===== src/rtl/madd_sub_64_ctrl.sv =====
// rtl/madd_sub_64_ctrl.sv - sequencer for the 64-bit MADD/MSUB path: DSP48A1 low 48 bits, fabric high 16 bits
`timescale 1ns/1ps

module madd_sub_64_ctrl (
  input  logic        clock,
  input  logic        reset,
  input  logic        in_valid,
  output logic        in_ready,
  input  logic        in_subtract,
  input  logic [63:0] in_acc,
  input  logic [63:0] in_prod,
  input  logic        flush,
  output logic [47:0] dsp_a_low,
  output logic [47:0] dsp_b_low,
  output logic        dsp_subtract,
  output logic        dsp_cea,
  output logic        dsp_ceb,
  output logic        dsp_cec,
  output logic        dsp_ced,
  output logic        dsp_ceopmode,
  output logic        dsp_cep,
  input  logic        dsp_carryout,
  input  logic [47:0] dsp_s,
  output logic        out_valid,
  input  logic        out_ready,
  output logic [63:0] out_result
);

  typedef enum logic [1:0] {
    S_IDLE = 2'd0,
    S_EXEC = 2'd1,
    S_DONE = 2'd2
  } state_t;

  state_t      state_q;
  logic [15:0] acc_hi_q;
  logic [15:0] prod_hi_q;
  logic        sub_q;
  logic [15:0] hi16_q;
  logic [15:0] hi16_d;
  logic [15:0] hi_addend;
  logic        out_valid_q;
  logic        cep_q;
  logic        accept;

  // Gated by reset so no CE pulse or operand can leak while reset is held.
  assign in_ready = reset & (state_q == S_IDLE) & ~flush;
  assign accept   = in_ready & in_valid;

  assign dsp_cea      = accept;
  assign dsp_ceb      = accept;
  assign dsp_cec      = accept;
  assign dsp_ced      = accept;
  assign dsp_ceopmode = accept;
  assign dsp_a_low    = accept ? in_acc[47:0]  : 48'd0;
  assign dsp_b_low    = accept ? in_prod[47:0] : 48'd0;
  assign dsp_subtract = accept ? in_subtract   : 1'b0;

  // Subtract is acc + ~prod + carry; the slice's CARRYOUT already acts as the +1 / not-borrow.
  assign hi_addend = sub_q ? ~prod_hi_q : prod_hi_q;
  assign hi16_d    = acc_hi_q + hi_addend + {15'd0, dsp_carryout};

  assign dsp_cep    = cep_q;
  assign out_valid  = out_valid_q;
  assign out_result = {hi16_q, dsp_s};

  always_ff @(posedge clock or negedge reset) begin
    if (!reset) begin
      state_q     <= S_IDLE;
      acc_hi_q    <= 16'd0;
      prod_hi_q   <= 16'd0;
      sub_q       <= 1'b0;
      hi16_q      <= 16'd0;
      out_valid_q <= 1'b0;
      cep_q       <= 1'b0;
    end else begin
      case (state_q)
        S_IDLE: begin
          if (accept) begin
            acc_hi_q  <= in_acc[63:48];
            prod_hi_q <= in_prod[63:48];
            sub_q     <= in_subtract;
            cep_q     <= 1'b1;
            state_q   <= S_EXEC;
          end
        end
        S_EXEC: begin
          hi16_q <= hi16_d;
          cep_q  <= 1'b0;
          if (flush) begin
            state_q <= S_IDLE;
          end else begin
            out_valid_q <= 1'b1;
            state_q     <= S_DONE;
          end
        end
        S_DONE: begin
          // Flush and out_ready both retire the result; flush just means nobody consumed it.
          if (flush || out_ready) begin
            out_valid_q <= 1'b0;
            state_q     <= S_IDLE;
          end
        end
        default: begin
          out_valid_q <= 1'b0;
          cep_q       <= 1'b0;
          state_q     <= S_IDLE;
        end
      endcase
    end
  end

endmodule

===== config.mk =====
export PLATFORM = sky130hd
export DESIGN_NAME = madd_sub_64_ctrl
export DESIGN_NICKNAME = d
export VERILOG_FILES = /design/src/rtl/madd_sub_64_ctrl.sv
export SDC_FILE = /design/constraint.sdc
export NUM_CORES = 1
export LEC_CHECK = 0
export CORE_AREA = 2 2 136 138
export DETAILED_ROUTE_END_ITERATION = 12
export DIE_AREA = 0 0 138 140
export GPL_ROUTABILITY_DRIVEN = 0
export PLACE_DENSITY = 0.58
export SLEW_MARGIN = 20
export SYNTH_ARGS = -nofsm -noshare
export SYNTH_HDL_FRONTEND = slang
export SYNTH_SLANG_ARGS = --single-unit

===== constraint.sdc =====
create_clock -name clock -period 6.19 [get_ports clock]
set_input_delay 0.9285 -clock clock [delete_from_list [all_inputs] [get_ports clock]]
set_output_delay 0.9285 -clock clock [all_outputs]
set_load 0.02 [all_outputs]

==> metrics.yaml <==
synth-main-ff-cell: "dfrtp_1"
io_pins: 352
rsz0062_at_grt: "no"
vias: 4021
drtIter0Drc: 375
antenna_found_initial: 2
synth-edff-count: 0
place_ws_ps: 1909
seq_area_frac_synth_pct: 32.63
worstPathMaxFanout: 99
row_count: 49
finalSetupTns_ps: 0
synth.distinct_cells: 48
grt_max_degree: 100
skew_ps: 6.614
dpl.cell_count: 851
p_leak_nw: 2.903
reg2regPathDepth: 9
fill_cells: 1806
vias_per_cell: 4.676
start_util_pct: 22.86
syn2layout_area_growth_pct: 60.42
cp-end-kind: "output pin"
slew-limit-headroom_pct: 41.29
period_share_pct: 69.25
die_w_um: 138
cts.sinks: 53
clk_latency_ps: 290
drv_slew: 0
numCtsBuffers: 5
synth_fp_nets: 646
crit_required_ps: 5260
die_height_um: 140
startpoint_type: "primary input"
wl_per_cell_um: 22.90
drv_cap: 0
synth.avg_cell_area_um2: 9.094
clock_tree.buffer_depth: 2
nets: 828
postCtsHoldBufs: 0
grt_pass1_wl_um: 28530
status: "completed"
first_pass_iters: 4
cp.arrival_ps: 3360
cts_resized: 0
critPathKind: "in -> out"
powerDensity_mw_per_mm2: 280.0
finalHoldViolations: 0
worst_pin_slew_ps: 880.6
fmax_mhz: 233.3
clk_pin_slew_worst_paths_ps: 60
wl_um: 19690
finish.utilization_pct: 36.68
cts_tree: "yes"
yosys_warnings: 0
core_mm2: 0.01778
grt_usage_pct: 19.71
drive_gt1_share_pct: 8.889
h-tree-depth: 2
route.detailed.drc: 0
async_flop_share_pct: 100.0
finalSetupViolCount: 0
cts_setup_buffers: 0
finalNonFillerCells: 860
peakVddDrop_mv: 0.2065
ys_ff_latch: 53
grt_pass1_vias: 4298
die_area_mm2: 0.01932
portBuffers: 255
holdWs_ps: 479.4
synthCells: 447
clockRootBuffer: "clkbuf_16"
hpwl_um: 16180
worst_slack_ps: 1904
holdPathStages: 2
overflow: 0
hold_class: "reg -> reg"
ant_nets: 0
syn-cell-area_mm2: 0.004065
period_minus_slack_ps: 4286
-- layout make-up --
type	count	area [um2]	share of cell area, %
multi-input cells	301	2160	33.12
clock buffers	7	132.6	2.034
clock inverters	1	7.507	0.1151
diodes	1	2.502	0.03837
inverters	9	33.78	0.5180
repair buffers	259	2572	39.45
flip-flops and latches	53	1326	20.34
well taps	229	286.5	4.394
-- cell families (layout without fill, tap and decap cells) --
kind of cell	count (synthesis)	in the layout	synth area share, %
muxes	32	32	8.864
other	0	1	0
buffers and inverters	93	276	14.28
adders and majority gates	16	16	5.294
DFF	53	53	32.63
and+or+nand+nor	167	167	23.52
xor gates and xnor gates	23	23	4.955
AOI/OAI and AO/OA	63	63	10.47
-- state kept, by name, indices dropped and copies added, names as in the netlist --
signal	cells
dsp_cep	1
acc_hi_q	16
sub_q	1
hi16_q	16
out_valid	1
state_q	2
prod_hi_q	16
-- cells in the mapped netlist (all sizes together) (3+ instances only) --
master / number / area (um2)
nor2: 10 / 37.54
buf: 59 / 452.9
ha: 14 / 175.2
xor2: 17 / 148.9
nand2: 33 / 123.9
o21ai: 17 / 88.84
a21o: 3 / 25.03
o31ai: 3 / 22.52
and3: 98 / 613.1
nand4: 3 / 18.77
o21a: 4 / 30.03
or3: 3 / 18.77
mux2: 32 / 360.4
clkbuf: 25 / 93.84
inv: 9 / 33.78
nand3: 3 / 15.01
xnor2: 6 / 52.55
and2: 4 / 25.02
dfrtp: 53 / 1326
nor3: 4 / 20.02
a21oi: 17 / 85.08
-- per-stage QoR --
| stage | power [mW] | cell area, um2 |
|---|---|---|
| 6_report | 1.826 | 6521 |
| 5_1_grt | 1.965 | 6519 |
| 4_1_cts | 1.837 | 6519 |
| 3_5_place_dp | 1.559 | 6379 |
| 3_3_place_gp | 1.547 | 6379 |
| 2_1_floorplan | 1.222 | 4065 |
-- routing by layer --
metal	part of all wire [%]	up-vias	wire [um]	GRT usage, %
li1	-	1887	-	-
met3	11	22	2151	8.513
met2	47	211	9195	32.46
met1	40	1897	7804	23.44
met4	2.4	4	482	5.424
met5	0.29	-	57	1.754
-- worst paths after layout --
path,start,endpoint,slack (ps)
max,flush,dsp_b_low[46],1900
max in group asynchronous,reset,acc_hi_q[14]$_DFFE_PN0P_,4870
max reg2reg,sub_q$_DFFE_PN0P_,hi16_q[10]$_DFFE_PN0P_,2820
min reg2reg,hi16_q[3]$_DFFE_PN0P_,hi16_q[3]$_DFFE_PN0P_,480
min in group asynchronous,reset,prod_hi_q[2]$_DFFE_PN0P_,870
min,hi16_q[3]$_DFFE_PN0P_,hi16_q[3]$_DFFE_PN0P_,480
-- where the power goes --
group          switching, mW  internal [mW]
Combinational          0.539          0.493
Sequential            0.0760          0.450
Clock                  0.118          0.150
-- cell usage in the layout (no fill, tap or decap), types with 3 or more instances in the layout --
master and count:
clkdlybuf4s50_1 253, and3_1 98, dfrtp_1 53, nand2_1 33, mux2_2 32, xor2_1 17, a21oi_1 17, o21ai_0 16
ha_1 14, nor2_1 10, inv_1 9, xnor2_1 6, clkbuf_16 5, nor3_1 4, o21a_1 4, buf_4 4
nand4_1 3, o31ai_1 3, nand3_1 3, or3_1 3, and2_1 3
-- worst max-delay path, stage by stage --
cell and delay, ps:
clkdlybuf4s50_1 490, nor4b_4 250, buf_4 610, and3_1 360, clkdlybuf4s50_1 650
Power figures use the tool's default switching activity.
